--- src/rtl/reg_read_scoreboard_if.sv ---
// Decode/register-file/write-back/execute signal bundle for the operand reader.
// The slave modport is the reader's view; master is the surrounding pipeline.
interface reg_read_scoreboard_if #(
  parameter int DATA_WIDTH = 32
);
  logic                  issue_valid;
  logic                  issue_ready;
  logic [3:0]            issue_src_1;
  logic [3:0]            issue_src_2;
  logic                  issue_use_1;
  logic                  issue_use_2;
  logic [3:0]            issue_dest;
  logic                  issue_wb_en;

  logic [3:0]            rf_src_1;
  logic [3:0]            rf_src_2;
  logic [DATA_WIDTH-1:0] rf_reg_1;
  logic [DATA_WIDTH-1:0] rf_reg_2;

  logic                  write_back_en;
  logic [3:0]            dest_wb;

  logic                  op_valid;
  logic                  op_ready;
  logic [DATA_WIDTH-1:0] op_a;
  logic [DATA_WIDTH-1:0] op_b;
  logic [3:0]            op_dest;
  logic                  op_wb_en;

  modport master (
    output issue_valid, issue_src_1, issue_src_2, issue_use_1, issue_use_2,
           issue_dest, issue_wb_en, rf_reg_1, rf_reg_2, write_back_en,
           dest_wb, op_ready,
    input  issue_ready, rf_src_1, rf_src_2, op_valid, op_a, op_b, op_dest,
           op_wb_en
  );

  modport slave (
    input  issue_valid, issue_src_1, issue_src_2, issue_use_1, issue_use_2,
           issue_dest, issue_wb_en, rf_reg_1, rf_reg_2, write_back_en,
           dest_wb, op_ready,
    output issue_ready, rf_src_1, rf_src_2, op_valid, op_a, op_b, op_dest,
           op_wb_en
  );
endinterface

--- src/rtl/reg_read_scoreboard.sv ---
// Operand reader for the ARM register file: stalls issue on pending write-backs,
// captures read data into a one-entry operand stage drained by execute.
module reg_read_scoreboard #(
  parameter int DATA_WIDTH = 32,
  parameter int NUM_REGS   = 15,
  parameter int CNT_WIDTH  = 2
) (
  input logic                  clk,
  input logic                  rst,
  reg_read_scoreboard_if.slave bus
);

  localparam logic [CNT_WIDTH-1:0] CNT_MAX = {CNT_WIDTH{1'b1}};
  localparam logic [CNT_WIDTH-1:0] CNT_ONE = CNT_WIDTH'(1);

  logic [CNT_WIDTH-1:0]  cnt [NUM_REGS];

  // Per-index views padded to 16 so any 4-bit index is in range; untracked
  // indices (the PC) always read as clear and never full.
  logic [15:0]           land_vec;
  logic [15:0]           clear_vec;
  logic [15:0]           full_vec;
  logic [15:0]           inc_vec;

  logic                  hazard;
  logic                  accept;

  logic                  op_valid_q;
  logic [DATA_WIDTH-1:0] op_a_q;
  logic [DATA_WIDTH-1:0] op_b_q;
  logic [3:0]            op_dest_q;
  logic                  op_wb_en_q;

  // A write landing this cycle is already visible in the register file at the
  // rising edge, so a count of one that is landing counts as clear.
  always_comb begin
    land_vec  = '0;
    clear_vec = '1;
    full_vec  = '0;
    for (int r = 0; r < NUM_REGS; r++) begin
      land_vec[r]  = bus.write_back_en && (bus.dest_wb == 4'(r));
      clear_vec[r] = (cnt[r] == '0) || ((cnt[r] == CNT_ONE) && land_vec[r]);
      full_vec[r]  = (cnt[r] == CNT_MAX) && !land_vec[r];
    end
  end

  always_comb begin
    inc_vec = '0;
    for (int r = 0; r < NUM_REGS; r++) begin
      inc_vec[r] = accept && bus.issue_wb_en && (bus.issue_dest == 4'(r));
    end
  end

  assign hazard = (bus.issue_use_1 && !clear_vec[bus.issue_src_1]) ||
                  (bus.issue_use_2 && !clear_vec[bus.issue_src_2]) ||
                  (bus.issue_wb_en && full_vec[bus.issue_dest]);

  assign bus.issue_ready = !hazard && (!op_valid_q || bus.op_ready);
  assign accept          = bus.issue_valid && bus.issue_ready;

  assign bus.rf_src_1 = bus.issue_src_1;
  assign bus.rf_src_2 = bus.issue_src_2;

  // Simultaneous issue and landing on one register cancel; a landing with
  // nothing outstanding is tolerated and leaves the count at zero.
  always_ff @(posedge clk or posedge rst) begin
    if (rst) begin
      for (int r = 0; r < NUM_REGS; r++) cnt[r] <= '0;
    end else begin
      for (int r = 0; r < NUM_REGS; r++) begin
        if (inc_vec[r] && !land_vec[r]) begin
          cnt[r] <= cnt[r] + CNT_ONE;
        end else if (land_vec[r] && !inc_vec[r] && (cnt[r] != '0)) begin
          cnt[r] <= cnt[r] - CNT_ONE;
        end
      end
    end
  end

  always_ff @(posedge clk or posedge rst) begin
    if (rst) begin
      op_valid_q <= 1'b0;
      op_a_q     <= '0;
      op_b_q     <= '0;
      op_dest_q  <= '0;
      op_wb_en_q <= 1'b0;
    end else if (accept) begin
      op_valid_q <= 1'b1;
      op_a_q     <= bus.issue_use_1 ? bus.rf_reg_1 : '0;
      op_b_q     <= bus.issue_use_2 ? bus.rf_reg_2 : '0;
      op_dest_q  <= bus.issue_dest;
      op_wb_en_q <= bus.issue_wb_en;
    end else if (bus.op_ready) begin
      op_valid_q <= 1'b0;
    end
  end

  assign bus.op_valid = op_valid_q;
  assign bus.op_a     = op_a_q;
  assign bus.op_b     = op_b_q;
  assign bus.op_dest  = op_dest_q;
  assign bus.op_wb_en = op_wb_en_q;

endmodule

--- src/flat_wrapper.sv ---
// flat-port wrapper written by rule: the top's interface ports become plain ports
module reg_read_scoreboard_flat 
#(
  parameter int DATA_WIDTH = 32,
  parameter int NUM_REGS   = 15,
  parameter int CNT_WIDTH  = 2
)
  (clk, rst, bus_issue_valid, bus_issue_src_1, bus_issue_src_2, bus_issue_use_1, bus_issue_use_2, bus_issue_dest, bus_issue_wb_en, bus_rf_reg_1, bus_rf_reg_2, bus_write_back_en, bus_dest_wb, bus_op_ready, bus_issue_ready, bus_rf_src_1, bus_rf_src_2, bus_op_valid, bus_op_a, bus_op_b, bus_op_dest, bus_op_wb_en);
  reg_read_scoreboard_if #(.DATA_WIDTH(DATA_WIDTH)) bus_i ();
  input logic clk;
  input logic rst;
  input wire logic [$bits(bus_i.issue_valid)-1:0] bus_issue_valid;
  input wire logic [$bits(bus_i.issue_src_1)-1:0] bus_issue_src_1;
  input wire logic [$bits(bus_i.issue_src_2)-1:0] bus_issue_src_2;
  input wire logic [$bits(bus_i.issue_use_1)-1:0] bus_issue_use_1;
  input wire logic [$bits(bus_i.issue_use_2)-1:0] bus_issue_use_2;
  input wire logic [$bits(bus_i.issue_dest)-1:0] bus_issue_dest;
  input wire logic [$bits(bus_i.issue_wb_en)-1:0] bus_issue_wb_en;
  input wire logic [$bits(bus_i.rf_reg_1)-1:0] bus_rf_reg_1;
  input wire logic [$bits(bus_i.rf_reg_2)-1:0] bus_rf_reg_2;
  input wire logic [$bits(bus_i.write_back_en)-1:0] bus_write_back_en;
  input wire logic [$bits(bus_i.dest_wb)-1:0] bus_dest_wb;
  input wire logic [$bits(bus_i.op_ready)-1:0] bus_op_ready;
  output wire logic [$bits(bus_i.issue_ready)-1:0] bus_issue_ready;
  output wire logic [$bits(bus_i.rf_src_1)-1:0] bus_rf_src_1;
  output wire logic [$bits(bus_i.rf_src_2)-1:0] bus_rf_src_2;
  output wire logic [$bits(bus_i.op_valid)-1:0] bus_op_valid;
  output wire logic [$bits(bus_i.op_a)-1:0] bus_op_a;
  output wire logic [$bits(bus_i.op_b)-1:0] bus_op_b;
  output wire logic [$bits(bus_i.op_dest)-1:0] bus_op_dest;
  output wire logic [$bits(bus_i.op_wb_en)-1:0] bus_op_wb_en;
  assign bus_i.issue_valid = bus_issue_valid;
  assign bus_i.issue_src_1 = bus_issue_src_1;
  assign bus_i.issue_src_2 = bus_issue_src_2;
  assign bus_i.issue_use_1 = bus_issue_use_1;
  assign bus_i.issue_use_2 = bus_issue_use_2;
  assign bus_i.issue_dest = bus_issue_dest;
  assign bus_i.issue_wb_en = bus_issue_wb_en;
  assign bus_i.rf_reg_1 = bus_rf_reg_1;
  assign bus_i.rf_reg_2 = bus_rf_reg_2;
  assign bus_i.write_back_en = bus_write_back_en;
  assign bus_i.dest_wb = bus_dest_wb;
  assign bus_i.op_ready = bus_op_ready;
  assign bus_issue_ready = bus_i.issue_ready;
  assign bus_rf_src_1 = bus_i.rf_src_1;
  assign bus_rf_src_2 = bus_i.rf_src_2;
  assign bus_op_valid = bus_i.op_valid;
  assign bus_op_a = bus_i.op_a;
  assign bus_op_b = bus_i.op_b;
  assign bus_op_dest = bus_i.op_dest;
  assign bus_op_wb_en = bus_i.op_wb_en;
  reg_read_scoreboard #(.DATA_WIDTH(DATA_WIDTH), .NUM_REGS(NUM_REGS), .CNT_WIDTH(CNT_WIDTH)) u_core (.clk(clk), .rst(rst), .bus(bus_i));
endmodule
--- config.mk ---
export PLATFORM = sky130hd
export DESIGN_NAME = reg_read_scoreboard_flat
export DESIGN_NICKNAME = d
export VERILOG_FILES = /design/src/rtl/reg_read_scoreboard_if.sv /design/src/rtl/reg_read_scoreboard.sv /design/src/flat_wrapper.sv
export SDC_FILE = /design/constraint.sdc
export NUM_CORES = 1
export LEC_CHECK = 0
export BUFFER_PORTS_ARGS = -buffer_cell sky130_fd_sc_hd__buf_2
export CORE_MARGIN = 2
export CORE_UTILIZATION = 46
export CTS_BUF_LIST = sky130_fd_sc_hd__clkbuf_2
export DETAILED_ROUTE_END_ITERATION = 16
export GPL_ROUTABILITY_DRIVEN = 0
export GPL_TIMING_DRIVEN = 0
export HOLD_SLACK_MARGIN = 0.12
export PLACE_DENSITY = 0.77
export SLEW_MARGIN = 25
export SYNTH_ARGS = -nofsm -noshare
export SYNTH_HDL_FRONTEND = slang
export SYNTH_SLANG_ARGS = --single-unit
--- constraint.sdc ---
create_clock -name clk -period 4.8 [get_ports clk]
set_clock_uncertainty 0.05 [all_clocks]
set_input_delay 0.24 -clock clk [delete_from_list [all_inputs] [get_ports clk]]
set_output_delay 0.24 -clock clk [all_outputs]
set_load 0.02 [all_outputs]
==> Word level (Yosys, flattened, before mapping) <==
Cells that the tools add are included.
{ "totals": {"regBits": 100, "input_bits": 88, "elab_cells": 362} }
{ "op_classes": {"add_sub_neg": 30, "order_cmp": 3, "reduce_logical": 211, "mux": 40, "eq_ne": 58} }
{ "op_table": {"columns": ["op", "n"], "rows": [
  ["$logic_and 1x1->1", 111],
  ["$mux 32", 2],
  ["$reduce_bool 2->1", 31],
  ["$mux 2", 30],
  ["$eq 4x4->1 const B", 14],
  ["$logic_not 1->1", 34],
  ["$eq 4x3->1 const B", 8],
  ["$add 2x1->2 const B", 15],
  ["$eq 2x1->1 const B", 15],
  ["$eq 2x2->1 const B", 15],
  ["$logic_not 2->1", 15],
  ["$sub 2x1->2 const B", 15],
  ["$logic_or 1x1->1", 18],
  ["$eq 4x2->1 const B", 4],
  ["$lt 4x5->1 const B", 3],
  ["$bmux 1 s4", 3],
  ["$eq 4x1->1 const B", 2],
  ["$logic_not 4->1", 2],
  ["$mux 1", 5]
]} }

==> Longest topological paths before layout <==
{ "depth": {"ltp_word": 20, "mapped_depth": 13, "ltp_nobuf": 10} }

==> Worst setup path after synthesis <==
Ideal clock, no wire load.
{ "synth_path": {"path_kind": "register to register", "startpoint": "register u_core.cnt[11] in the netlist's numbering", "endpoint": "register u_core.cnt[23] in the netlist's numbering", "t_arrival_ns": 2.507, "n_path_buf": 1, "period_less_slack_ns": 2.683, "path_stages_with_launch": 12, "slack_ns": 2.117, "setup_ns": 0.126, "cell_sequence": "dfrtp_1 inv_1 ha_1 or4b_1 a31oi_1 nor4_2 a211oi_4 nor2_1 and3_1 buf_2 mux2i_1 a311o_1"} }
{ "synth_via": {"elab_chain_cells": 18, "elab_cells_between_ends": 30, "cone_classes": "eq/ne: 2; mux: 7; reduce/logical: 21"} }
{ "synth_rtl": {"columns": ["element", "line_no", "text"], "rows": [
  ["from (decl)", "reg_read_scoreboard.sv:16", "logic [CNT_WIDTH-1:0] cnt [NUM_REGS];"],
  ["from (signal, indexed assignment)", "reg_read_scoreboard.sv:72", "cnt[r] <= cnt[r] + CNT_ONE;"],
  ["from (signal, indexed assignment)", "reg_read_scoreboard.sv:74", "cnt[r] <= cnt[r] - CNT_ONE;"],
  ["$eq 2x1->1", "reg_read_scoreboard.sv:42", "clear_vec[r] = (cnt[r] == '0) || ((cnt[r] == CNT_ONE) && land_vec[r]);"],
  ["$logic_and 1x1->1", "reg_read_scoreboard.sv:42", null],
  ["$logic_or 1x1->1", "reg_read_scoreboard.sv:42", null],
  ["$bmux 1 s4 (on tied branches)", "reg_read_scoreboard.sv:54, reg_read_scoreboard.sv:55", null],
  ["$mux 1 (on tied branches)", "reg_read_scoreboard.sv:54, reg_read_scoreboard.sv:55", null],
  ["$logic_not 1->1 (on tied branches)", "reg_read_scoreboard.sv:54, reg_read_scoreboard.sv:55", null],
  ["$logic_and 1x1->1 (on tied branches)", "reg_read_scoreboard.sv:54, reg_read_scoreboard.sv:55", null],
  ["$logic_or 1x1->1", "reg_read_scoreboard.sv:54", "assign hazard = (bus.issue_use_1 && !clear_vec[bus.issue_src_1]) ||"],
  ["$logic_or 1x1->1 (*)", "reg_read_scoreboard.sv:55", "(bus.issue_use_2 && !clear_vec[bus.issue_src_2]) ||"],
  ["$logic_not 1->1 (*)", "reg_read_scoreboard.sv:58", "assign bus.issue_ready = !hazard && (!op_valid_q || bus.op_ready);"],
  ["$logic_and 1x1->1 (*)", "reg_read_scoreboard.sv:58", null],
  ["$logic_and 1x1->1 (*)", "reg_read_scoreboard.sv:59", "assign accept = bus.issue_valid && bus.issue_ready;"],
  ["$logic_and 1x1->1 (*) (2 in a row)", "reg_read_scoreboard.sv:50", "inc_vec[r] = accept && bus.issue_wb_en && (bus.issue_dest == 4'(r));"],
  ["$logic_not 1->1", "reg_read_scoreboard.sv:73", "end else if (land_vec[r] && !inc_vec[r] && (cnt[r] != '0)) begin"],
  ["$logic_and 1x1->1 (2 in a row)", "reg_read_scoreboard.sv:73", null],
  ["$reduce_bool 2->1 (no source line)", null, null]
]} }
Mark *: on every way between the ends. The rest lies on a longest branch, timed or not. The select of a mux whose other input is x is not followed.
A chain may end at the register's enable or synchronous reset.

==> Worst setup path in the final report <==
{ "layout_path": {"startpoint": "register u_core.cnt[14] in the netlist's numbering", "endpoint": "output bus_issue_ready"} }
{ "layout_via": {"elab_chain_cells": 11, "elab_cells_between_ends": 21, "cone_classes": "eq/ne: 2; mux: 6; reduce/logical: 13"} }
{ "layout_rtl": {"columns": ["element", "line_no", "text"], "rows": [
  ["$eq 2x1->1", "reg_read_scoreboard.sv:42", null],
  ["$logic_and 1x1->1", "reg_read_scoreboard.sv:42", null],
  ["$logic_or 1x1->1", "reg_read_scoreboard.sv:42", null],
  ["$bmux 1 s4 (on tied branches)", "reg_read_scoreboard.sv:54, reg_read_scoreboard.sv:55", null],
  ["$mux 1 (on tied branches)", "reg_read_scoreboard.sv:54, reg_read_scoreboard.sv:55", null],
  ["$logic_not 1->1 (on tied branches)", "reg_read_scoreboard.sv:54, reg_read_scoreboard.sv:55", null],
  ["$logic_and 1x1->1 (on tied branches)", "reg_read_scoreboard.sv:54, reg_read_scoreboard.sv:55", null],
  ["$logic_or 1x1->1", "reg_read_scoreboard.sv:54", null],
  ["$logic_or 1x1->1 (*)", "reg_read_scoreboard.sv:55", null],
  ["$logic_not 1->1 (*)", "reg_read_scoreboard.sv:58", null],
  ["$logic_and 1x1->1 (*)", "reg_read_scoreboard.sv:58", null],
  ["to (decl)", "flat_wrapper.sv:24", "output wire logic [$bits(bus_i.issue_ready)-1:0] bus_issue_ready;"]
]} }
Marks and branches as above.

==> out/qor.csv <==
stage,metric,value,unit
detailed_routing,drc,0,
setup_path,startpoint_type,flop,
sta,relSlewSlack,51.2,%
grt,antenna_found_initial,1,
clock_tree,cts_tree,built,
sta,fmax,263,MHz
floorplan,initial_core_util,47.3,%
place,dp_hpwl,14500,µm
clock_tree,htree_levels,3,
setup_path,cp.arrival,3.51,ns
sta,rsz0062_at_grt,no,
cells_and_area,areaGrowthSynthToFinish,29.4,%
cells_and_area,nets,1130,
yosys,synth_edf_count,0,
floorplan,ios,167,
setup_path,cp.required,4.51,ns
floorplan,die_w,124,µm
yosys,synth-seq-cells,100,
yosys,ys_warn_count,0,
yosys,synth_compound_area_share,18.7,%
detailed_routing,drt-pass1-iter-count,6,
place,dp_slack,1.60,ns
clock_tree,root_buffer,clkbuf_2,
yosys,synthesis.area,6590,µm²
grt,grt_pass1_vias,6663,
yosys,synth_flop_cell,dfrtp_1,
cells_and_area,final_cell_area,8520,µm²
setup_path,endpoint,bus_issue_ready,
yosys,synth_fa_ha_area_share,8.55,%
cells_and_area,n_fill_cell,1184,
place,post_dp_cell_area,7620,µm²
clock_tree,clkSinkCount,100,
sta,setup_viol,0,
detailed_routing,routed_wl,21700,µm
power,leakagePower,4.09,nW
detailed_routing,drt-met1-wl,8520,µm
power,power_density,450,nW/µm²
cells_and_area,drive_above_1_share,24.4,%
power,totalPowerFinal,0.00384,W
detailed_routing,top_layer,met4,
detailed_routing,vias,6767,
yosys,synth-xor-area-share,2.26,%
yosys,syn_nets,885,
yosys,ys_types,77,
detailed_routing,avgRoutedWirePerCell,18.3,µm
floorplan,die-area,15300,µm²
worst_hold_path,hold_path_class,primary input to flop,
grt,grt_usage,27.9,%
setup_path,path_class,flop to output pin,
yosys,avgSynthCellArea,8.76,µm²
yosys,synth_cells,752,
sta,fin_setup_tns,0,ns
clock_tree,clkTransAtPathRegs,0.34,ns
job,cap_violations,0,
run_status,status,"complete, no violations",
power,vdd_drop_max,0.165,mV
clock_tree,clk_latency,0.65,ns
floorplan,fp-row-count,43,
clock_tree,clk_path_buf_depth,2,
setup_path,rr_endpoint,u_core.bus.op_b[17]$_DFFE_PP0P_,
setup_path,rr_startpoint,u_core.cnt[11]$_DFFE_PP0P_,
clock_tree,cts_buffers,9,
setup_path,cp_max_fo,10,
detailed_routing,drtAntennaViolNets,0,
detailed_routing,met3_length,1610,µm
setup_path,rr_worst_depth,12,
detailed_routing,dr_wl_met2,10500,µm
detailed_routing,drt_first_iter_violations,590,
grt,grt-ovfl-total,0,
sta,fin_crit_sh,79.1,%
yosys,synth_seq_area_share,38.0,%
sta,timing.final.ws_setup,1.00,ns
grt,grt_max_degree,73,
sta,slew_viol_final,0,
grt,grt_pass1_wl,33200,µm
yosys,async_reset_ff_share,100,%
clock_tree,cts_setup_buffers,0,
floorplan,die_y,124,µm
sta,fin_crit,3.80,ns
setup_path,reg2reg_slack,1.46,ns
place,port_buffers,156,
yosys,yosys-mux-area-fraction,3.00,%
setup_path,cp-startpoint,u_core.cnt[14]$_DFFE_PP0P_,
detailed_routing,vias_per_cell,5.71,
floorplan,core,13900,µm²
yosys,synthSimpleGateAreaFrac,22.0,%
sta,whs,0.145,ns
yosys,synth_top_family_by_area,simple AND/OR/NAND/NOR gates,
sta,tightest_slew,0.725,ns
sta,finalHoldViolations,0,
setup_path,critPathCaptureType,output pin,
==> sequential cells by signal (all words and copies together) (netlist names) <==
| register | cells |
|---|---|
| u_core.bus.op_b | 32 |
| u_core.bus.op_dest | 4 |
| u_core.bus.op_a | 32 |
| u_core.bus.op_wb_en | 1 |
| u_core.cnt | 30 |
| u_core.bus.op_valid | 1 |
==> timing repair <==
item,CTS,global route
gates resized for setup,0,0
hold buffers,77,0
endpoints found under the hold margin,171,0
==> report_power, final <==
group / switching (W) / internal (W)
logic: 0.00122 / 0.000749
clock network: 0.000325 / 0.000129
registers: 0.000245 / 0.00117
==> metrics by stage <==
step / util (%) / cells
2_1_floorplan: - / 752
3_3_place_gp: 54.5 / 1088
3_5_place_dp: 54.7 / 1089
4_1_cts: 61.1 / 1182
5_1_grt: 61.1 / 1183
6_report: 61.2 / 1185
==> Yosys cell counts, types with 12 or more instances <==
| cell | number | share of area [%] |
|---|---|---|
| ha_1 | 45 | 8.5 |
| buf_2 | 20 | 1.5 |
| a311oi_1 | 12 | 1.6 |
| o21ai_0 | 61 | 4.6 |
| a21oi_1 | 21 | 1.6 |
| o21ai_1 | 13 | 0.99 |
| nand2_1 | 162 | 9.2 |
| inv_1 | 47 | 2.7 |
| nor2_1 | 27 | 1.5 |
| clkbuf_1 | 19 | 1.1 |
| xnor2_1 | 15 | 2.0 |
| nand3_1 | 16 | 1.2 |
| a31oi_1 | 16 | 1.5 |
| dfrtp_1 | 100 | 38 |
==> routing by layer <==
metal	vias up	track usage, %
met5	-	0
met4	0	15.5
met3	98	4.40
met2	369	46.5
met1	3196	34.5
li1	3104	-
==> worst max-delay path, stage by stage, from the launching register on <==
cell      delay (ns)
dfrtp_1         0.52
ha_1            0.22
mux4_2          0.50
o311ai_0        0.11
a21oi_1         0.13
a211oi_1        0.18
and4_1          0.22
buf_6           0.14
buf_6           0.17
buf_2           0.29
and2_1          0.21
buf_2           0.17
==> cell usage in the layout (no fill, tap or decap), types with 5 or more instances in the layout <==
cell type,n
buf_4,11
buf_6,5
nor2b_1,8
nor4_1,6
inv_1,46
dlygate4sd3_1,77
a21o_1,5
nor4_2,9
a31oi_1,16
nor2_1,27
nand3b_1,7
a311oi_1,12
nor3_1,9
clkbuf_1,19
dfrtp_1,100
o21ai_0,61
mux2_1,6
clkbuf_2,10
buf_2,176
a21oi_1,21
o22ai_1,6
nand3_1,16
nand2b_1,5
xnor2_1,15
and2_1,5
ha_1,45
o21ai_1,13
a211oi_1,10
nand2_1,162
==> how the worst min path moves through the flow <==
stage	end	slack (ns)	depth (start not counted)	startpoint
finish	u_core.cnt[15]$_DFFE_PP0P_	0.14	5	bus_write_back_en
global route	u_core.bus.op_b[16]$_DFFE_PP0P_	0.14	4	bus_issue_valid
detailed placement	u_core.bus.op_a[23]$_DFFE_PP0P_	0.19	2	rst
global placement	u_core.bus.op_a[24]$_DFFE_PP0P_	0.41	2	u_core.bus.op_a[24]$_DFFE_PP0P_
floorplan	u_core.bus.op_wb_en$_DFFE_PP0P_	0.32	1	bus_issue_wb_en
CTS	u_core.cnt[15]$_DFFE_PP0P_	0.13	5	bus_write_back_en
==> kinds of logic after synthesis <==
logic type / count (synthesis)
flops: 100
compound gates: 184
buf+inv: 103
simple gates: 288
fa+ha+maj: 45
mux: 15
xor+xnor: 17
==> area by class of cell <==
cell class / count / area [µm²] / area share [%]
Multi-Input combinational cell: 549 / 3590 / 42.2
Sequential cell: 100 / 2500 / 29.4
Timing Repair Buffer: 234 / 1580 / 18.5
Buffer: 56 / 314 / 3.69
Tap cell: 180 / 225 / 2.64
Inverter: 47 / 181 / 2.13
Clock inverter: 6 / 68.8 / 0.808
Clock buffer: 10 / 50.0 / 0.587
Antenna cell: 3 / 7.51 / 0.0881
No activity file was read; power rests on OpenSTA's default activity.
